**src/rtl/alu_pipe.sv**
```systemverilog
// alu_pipe: handshaked WIDTH-bit ALU with registered result, flags and a
// latched status register. An IDLE -> (MUL) -> HOLD FSM accepts one
// operation at a time and holds the result until the consumer takes it.
// Build option: define ALU_MUL_EN to make op 111 an iterative shift-add
// unsigned multiply taking WIDTH cycles. Without it, op 111 is a
// single-cycle logical shift right and no multiplier hardware is built.
module alu_pipe #(
    parameter int WIDTH = 16
) (
    input  logic             clk,
    input  logic             reset,
    input  logic             in_valid,
    output logic             in_ready,
    input  logic [WIDTH-1:0] val_A,
    input  logic [WIDTH-1:0] val_B,
    input  logic [2:0]       alu_op,
    input  logic             flag_we,
    output logic             out_valid,
    input  logic             out_ready,
    output logic [WIDTH-1:0] alu_out,
    output logic [2:0]       znv,
    output logic [2:0]       status
);

    localparam int SW = $clog2(WIDTH);

    typedef enum logic [1:0] {
        IDLE = 2'd0,
`ifdef ALU_MUL_EN
        MUL  = 2'd2,
`endif
        HOLD = 2'd1
    } state_t;

    state_t           state;
    logic             we_q;       // flag_we captured at the handshake
    logic [WIDTH-1:0] res;        // single-cycle result from live operands
    logic             res_v;
    logic [2:0]       res_znv;
    logic [SW-1:0]    sh;

`ifdef ALU_MUL_EN
    logic [2*WIDTH-1:0] acc;      // running partial product
    logic [2*WIDTH-1:0] mcand;    // multiplicand, shifted left each step
    logic [WIDTH-1:0]   mplier;   // multiplier, shifted right each step
    logic [SW-1:0]      cnt;      // step index 0..WIDTH-1
    logic [2*WIDTH-1:0] acc_next;
    logic [WIDTH-1:0]   mul_lo;
    logic [2:0]         mul_znv;
`endif

    assign sh = val_B[SW-1:0];

    // Single-cycle result and flags, computed from the operands presented at the handshake
    always_comb begin
        // NOTE: every always_comb output gets a default first so no path can infer a latch.
        res   = '0;
        res_v = 1'b0;
        unique case (alu_op)
            3'b000: begin
                res   = val_A + val_B;
                res_v = (val_A[WIDTH-1] == val_B[WIDTH-1]) && (res[WIDTH-1] != val_A[WIDTH-1]);
            end
            3'b001: begin
                res   = val_A - val_B;
                res_v = (val_A[WIDTH-1] != val_B[WIDTH-1]) && (res[WIDTH-1] != val_A[WIDTH-1]);
            end
            3'b010: res = val_A & val_B;
            3'b011: res = ~val_B;
            3'b100: res = val_A | val_B;
            3'b101: res = val_A ^ val_B;
            3'b110: res = val_A << sh;
`ifdef ALU_MUL_EN
            3'b111: res = '0;      // handled by the MUL state
`else
            3'b111: res = val_A >> sh;
`endif
            default: res = '0;
        endcase
        res_znv = {(res == '0), res[WIDTH-1], res_v};
    end

`ifdef ALU_MUL_EN
    // One shift-add step: add the shifted multiplicand when the current multiplier bit is set
    always_comb begin
        acc_next = acc + (mplier[0] ? mcand : '0);
        mul_lo   = acc_next[WIDTH-1:0];
        mul_znv  = {(mul_lo == '0), mul_lo[WIDTH-1], |acc_next[2*WIDTH-1:WIDTH]};
    end
`endif

    // Control FSM with registered handshake outputs, result, flags and status
    always_ff @(posedge clk or posedge reset) begin
        if (reset) begin
            state     <= IDLE;
            in_ready  <= 1'b1;
            out_valid <= 1'b0;
            alu_out   <= '0;
            znv       <= '0;
            status    <= '0;
            we_q      <= 1'b0;
`ifdef ALU_MUL_EN
            acc       <= '0;
            mcand     <= '0;
            mplier    <= '0;
            cnt       <= '0;
`endif
        end else begin
            // NOTE: sequential state uses non-blocking assignments so every register samples pre-edge values.
            case (state)
                IDLE: begin
                    if (in_valid && in_ready) begin
                        we_q     <= flag_we;
                        in_ready <= 1'b0;
`ifdef ALU_MUL_EN
                        if (alu_op == 3'b111) begin
                            acc    <= '0;
                            mcand  <= {{WIDTH{1'b0}}, val_A};
                            mplier <= val_B;
                            cnt    <= '0;
                            state  <= MUL;
                        end else
`endif
                        begin
                            alu_out   <= res;
                            znv       <= res_znv;
                            out_valid <= 1'b1;
                            state     <= HOLD;
                        end
                    end
                end
`ifdef ALU_MUL_EN
                MUL: begin
                    acc    <= acc_next;
                    mcand  <= mcand << 1;
                    mplier <= mplier >> 1;
                    cnt    <= cnt + 1'b1;
                    if (cnt == SW'(WIDTH - 1)) begin
                        alu_out   <= mul_lo;
                        znv       <= mul_znv;
                        out_valid <= 1'b1;
                        state     <= HOLD;
                    end
                end
`endif
                HOLD: begin
                    if (out_ready) begin
                        out_valid <= 1'b0;
                        in_ready  <= 1'b1;
                        state     <= IDLE;
                        if (we_q) status <= znv;
                    end
                end
                default: begin
                    state     <= IDLE;
                    in_ready  <= 1'b1;
                    out_valid <= 1'b0;
                end
            endcase
        end
    end

endmodule

```
**config.mk**
```make
export PLATFORM = sky130hd
export DESIGN_NAME = alu_pipe
export DESIGN_NICKNAME = d
export VERILOG_FILES = /design/src/rtl/alu_pipe.sv
export SDC_FILE = /design/constraint.sdc
export NUM_CORES = 1
export LEC_CHECK = 0
export BUFFER_PORTS_ARGS = -buffer_cell sky130_fd_sc_hd__clkbuf_2
export CAP_MARGIN = 20
export CORE_MARGIN = 4
export CORE_UTILIZATION = 30
export DETAILED_ROUTE_END_ITERATION = 8
export GPL_TIMING_DRIVEN = 0
export RECOVER_POWER = 25
export REMOVE_ABC_BUFFERS = 1
export SYNTH_ARGS = -nofsm -noshare
export SYNTH_HDL_FRONTEND = slang
export SYNTH_SLANG_ARGS = --single-unit
```
**constraint.sdc**
```tcl
create_clock -name clk -period 2.8 [get_ports clk]
set_input_delay 0.56 -clock clk [delete_from_list [all_inputs] [get_ports clk]]
set_output_delay 0.56 -clock clk [all_outputs]
set_load 0.02 [all_outputs]
```
=== Word level (Yosys, flattened, before mapping) ===
Index checks and enable logic that the tools add are counted.

* Add/subtract/negate cells: 2
* Eq/ne operators: 14
* Shifts and indexed selects: 2
* Muxes and demuxes: 11
* Bitwise logic cells: 4
* Reductions and logical operators: 9

{| class="wikitable"
|+ Operator list
! kind !! number
|-
| one-hot mux 16 bit (8 select lines) || 1
|-
| adder 16 bit || 1
|-
| AND 16 bit || 1
|-
| zero test 16 bit || 1
|-
| inverter 16 bit || 1
|-
| bitwise OR 16 bit || 1
|-
| left shift 16 x 4 -> 16 bit || 1
|-
| >> shifter 16 x 4 -> 16 bit || 1
|-
| subtractor 16 bit || 1
|-
| XOR 16 bit || 1
|-
| == test 3 bit, second input constant || 4
|-
| == test 3 x 2 -> 1 bit, second input constant || 2
|-
| one-hot mux 1 bit (2 select lines) || 3
|-
| two-way mux 1 bit || 4
|-
| two-way mux 2 bit || 2
|-
| inequality test 2 bit, second input constant || 2
|-
| one-hot mux 2 bit (2 select lines) || 1
|-
| AND reduction 2 bit || 2
|-
| == test 3 x 1 -> 1 bit, second input constant || 1
|-
| logical AND 1 bit || 3
|-
| zero test 3 bit || 1
|-
| inequality test 1 bit || 3
|-
| AND reduction 3 bit || 1
|-
| == test 2 x 1 -> 1 bit, second input constant || 1
|-
| other kinds (2) || 2
|}

* Register bits after elaboration: 27
* Bits of input ports: 40

=== Longest topological paths before layout ===
* Depth in word-level cells: 4
* Mapped depth: 14
* Mapped depth without buffers: 13

=== Worst setup path before layout ===
OpenSTA, ideal clock, no wires.

* Path kind: input port to flip-flop
* Start point: input port val_B[1]
* End point: register znv[2]
* Arrival: 3.283 ns
* Required time: 2.708 ns
* Setup slack: -0.575 ns
* Cell stages on the path: 14
* Buffers on the path: 3
* Path through: buf_6 > clkinv_1 > buf_2 > buf_2 > ha_1 > nor2_1 > o311ai_1 > a211oi_1 > a2111oi_2 > o31a_1 > mux2i_1 > o22ai_1 > nand2_1 > o31ai_2

* Word-level cells in the longest chain between the ends: 3
* Elaborated cells on any way between the ends: 10
* Those cells by class: add/sub: 2; shift: 2; mux: 1; bitwise: 4; reduce/logical: 1

{| class="wikitable"
|+ RTL lines
! element !! RTL line !! RTL
|-
| start: declaration || 15 || <nowiki>input logic [WIDTH-1:0] val_B,</nowiki>
|-
| subtractor 16 bit, or another cell as far along || 65 || <nowiki>res = val_A - val_B;</nowiki>
|-
| one-hot mux 16 bit (8 select lines) * || 59 || <nowiki>unique case (alu_op)</nowiki>
|-
| zero test 16 bit * || 80 || <nowiki>res_znv = {(res == '0), res[WIDTH-1], res_v};</nowiki>
|-
| end signal: assignment || 126 || <nowiki>znv <= res_znv;</nowiki>
|-
| end: declaration || 21 || <nowiki>output logic [2:0] znv,</nowiki>
|}

Mark *: on every way between the ends. The rest lies on a longest branch, timed or not.
A chain may end at the register's enable or synchronous reset.

=== Worst setup path in the final report ===
* Start point: input port val_B[0]
* End point: register znv[2]

Same word-level chain as after synthesis.

==> metrics.cfg <==
[outcome]
status=finished with violations
violations=setup timing

[die]
die_h_um=137
core-area_um2=16100
initial_core_util_pct=31.0
die_x_um=137
die-area_um2=18800
num_rows=46
io_pins=64

[layout]
drive_gt1_share_pct=32.8
fin_nets=802
final_cell_mix=nand2_1 (54), nor2_1 (52), clkbuf_2 (49), buf_4 (46), a21oi_1 (43)
final_common_cell=nand2_1
fin_cells=927
final_core_util_pct=40.1
syn_to_final_growth_pct=29.4
diodes=0

[sta]
slew_viol_final=0
finalWorstSetupSlack_ps=-243
worst_pin_slew_ps=914
min_period_over_period_pct=109
finalClockSkew_ps=4.73
setup_violations=2
slew_headroom_pct=39.0
finalCriticalPeriod_ps=3040
hold_violations=0
holdWs_ps=467
rsz0062_at_grt=yes
max_freq_ghz=0.329

[place]
dp_slack_ps=-2610
dp_hpwl_um=12900
dpl.cell_count=867
globalplace.congestion=0.937
io_buffers=63

[synthesis]
synth_xor_area_share_pct=2.98
ys_warn_count=0
async_reset_ff_share_pct=100
synth_flop_cell=dfrtp_1
yosys.area_share.adder_pct=12.8
syn-cell-area_um2=4990
synth_top_family_by_area=compound AO/OA/AOI/OAI gates
syn_inst=634
synth-simple-area-share_pct=16.6
synth_seq_cells=24
synthMuxAreaShare_pct=16.4
synth_area_per_cell_um2=7.88
synth_edf_count=0
synth.distinct_cells=79
synth_compound_area_share_pct=28.3
synth.yosys.seq_area_share_pct=12.0

[pwr]
clkPwrFrac_pct=15.5
power.leakage_uw=0.00280
power.share.sequential_pct=22.3
combPwrFrac_pct=62.3
ir_drop_uv=556
power_switching_uw=1160
power-per-cell-area_nw_per_um2=402
switching_share_pct=44.4
power_uw=2600
intPower_uw=1450

[clock_tree]
cts_buffer_depth=2
cts_buffers=3
cts_root_buf=clkbuf_16
htree_levels=1
hold_buffers=0
clock_sinks=24
clk_pin_slew_ps=60
clkLatencyLatePin_ps=260
cts_tree=yes

[routing]
post_drt_wl_per_cell_um=19.8
dr.pass1.iters=5
viasPerCell=5.86
totalWireLength_um=18400
dr.first_iter.drc_count=562
vias=5430
drcViolationCount=0
antenna_left=0

[critical_path]
cpMaxStageDelayCell=fa_2
timing.rr.end=znv[2]
reg2reg_from=in_ready
path_cells=clkbuf_16 > ha_1 > fa_2 > a21o_1 > a21oi_2 > xor2_1 > o221ai_2 > a311oi_2 > and4_1 > and4b_1 > nand4_1 > o31ai_2
critPathRequiredTime_ps=2970
ff2ff_path_depth=9
start_kind=input pin
arrival_ps=3210
max_stage_delay_ps=380
critPathCaptureType=flop
reg2reg_slack_ps=300
crit_type=input pin to flop
cp_max_fo=5

[run]
maxCapViolCount=0

[global_route]
first_global_vias=5016
antenna_found_initial=0
grt_start_max_net_pins=46
grt-ovfl-total=0
grt_usage_pct=18.7
grt_pass1_wl_um=27900

[min_path]
hp-class=input pin to async pin

==> cell type report <==
class | instances | area (um2)
Timing Repair inverter | 2 | 18.8
Multi-Input combinational cell | 505 | 4230
Sequential cell | 24 | 602
Clock inverter | 1 | 30.0
Tap cell | 216 | 270
Clock buffer | 3 | 75.1
Inverter | 56 | 254
Fill cell | 1651 | 9650
Timing Repair Buffer | 120 | 988
==> stage by stage <==
stage	setup TNS, ps	cell area [um2]
final	-320	6460
after detailed placement	-33160	5290
after global placement	-33000	5250
after CTS	-360	6020
after floorplan	-3630	4670
after global routing	-668	6460
==> power by group through the flow <==
stage	clock (uW)	combinational, uW	sequential (uW)
2_1_floorplan	0	696	755
3_3_place_gp	0	1330	582
3_5_place_dp	0	1350	587
4_1_cts	413	1490	583
5_1_grt	424	1740	600
6_report	402	1620	579
==> routing by layer <==
metal / wire, um / global-route usage (%) / up-vias
met3: 1500 / 2.32 / 60
met2: 8230 / 29.1 / 296
met5: 0 / 0 / -
li1: - / - / 2499
met4: 672 / 6.49 / 0
met1: 7990 / 26.6 / 2575
==> logic make-up after synthesis <==
family,count (synthesis)
xor+xnor,17
buf+inv,105
fa+ha+maj,50
mux,61
simple gates,178
flops,24
compound gates,199
==> worst max-delay path: cells and delay by family <==
family                   cells  cell delay, ps
AO/OA/AOI/OAI                5            1060
XOR/XNOR                     1             280
adder cells (fa/ha/maj)      2             610
AND/OR/NAND/NOR              3             580
buffers and inverters        1             140
==> synthesized netlist by cell type, types with 5 or more instances <==
library cell	n	area share, %
buf_2	7	0.70
nor2_1	55	4.1
clkbuf_1	20	1.5
o211ai_1	7	1.1
ha_1	48	12
a211oi_1	20	3.0
mux2_2	18	4.1
o22ai_1	11	1.4
mux2i_1	28	5.6
nor2b_1	7	0.88
o21ai_0	38	3.8
buf_6	15	3.4
nand3_1	9	0.90
nor3_1	17	1.7
inv_1	54	4.1
xnor2_1	11	1.9
o221ai_1	7	1.2
nand2b_1	9	1.1
a221oi_1	7	1.2
nand2_1	54	4.1
a21oi_1	49	4.9
buf_4	5	0.75
dfrtp_1	23	12
or3_1	5	0.63
xor2_1	6	1.1
mux4_2	15	6.8
==> worst max path at each step <==
| stage | startpoint | endpoint | slack (ps) |
|---|---|---|---|
| after floorplan | val_B[1] | znv[0] | -630 |
| final | val_B[0] | znv[2] | -240 |
| after detailed placement | val_B[1] | znv[2] | -2610 |
| after CTS | val_B[0] | znv[2] | -240 |
| after global placement | val_B[1] | znv[2] | -2560 |
| after global routing | val_B[0] | znv[2] | -350 |
==> state kept, by name (all words and copies together), names as in the netlist <==
register   flops
in_ready       1
we_q           1
znv            3
alu_out       15
status         3
out_valid      1
==> timing repair <==
item / 4_1_cts / 5_1_grt
cloned: 5 / 1
resized for setup: 79 / 59
setup endpoints to repair: 18 / 9
pin swaps: 20 / 30
buffers inserted: 18 / 31
Power figures use the tool's default switching activity.
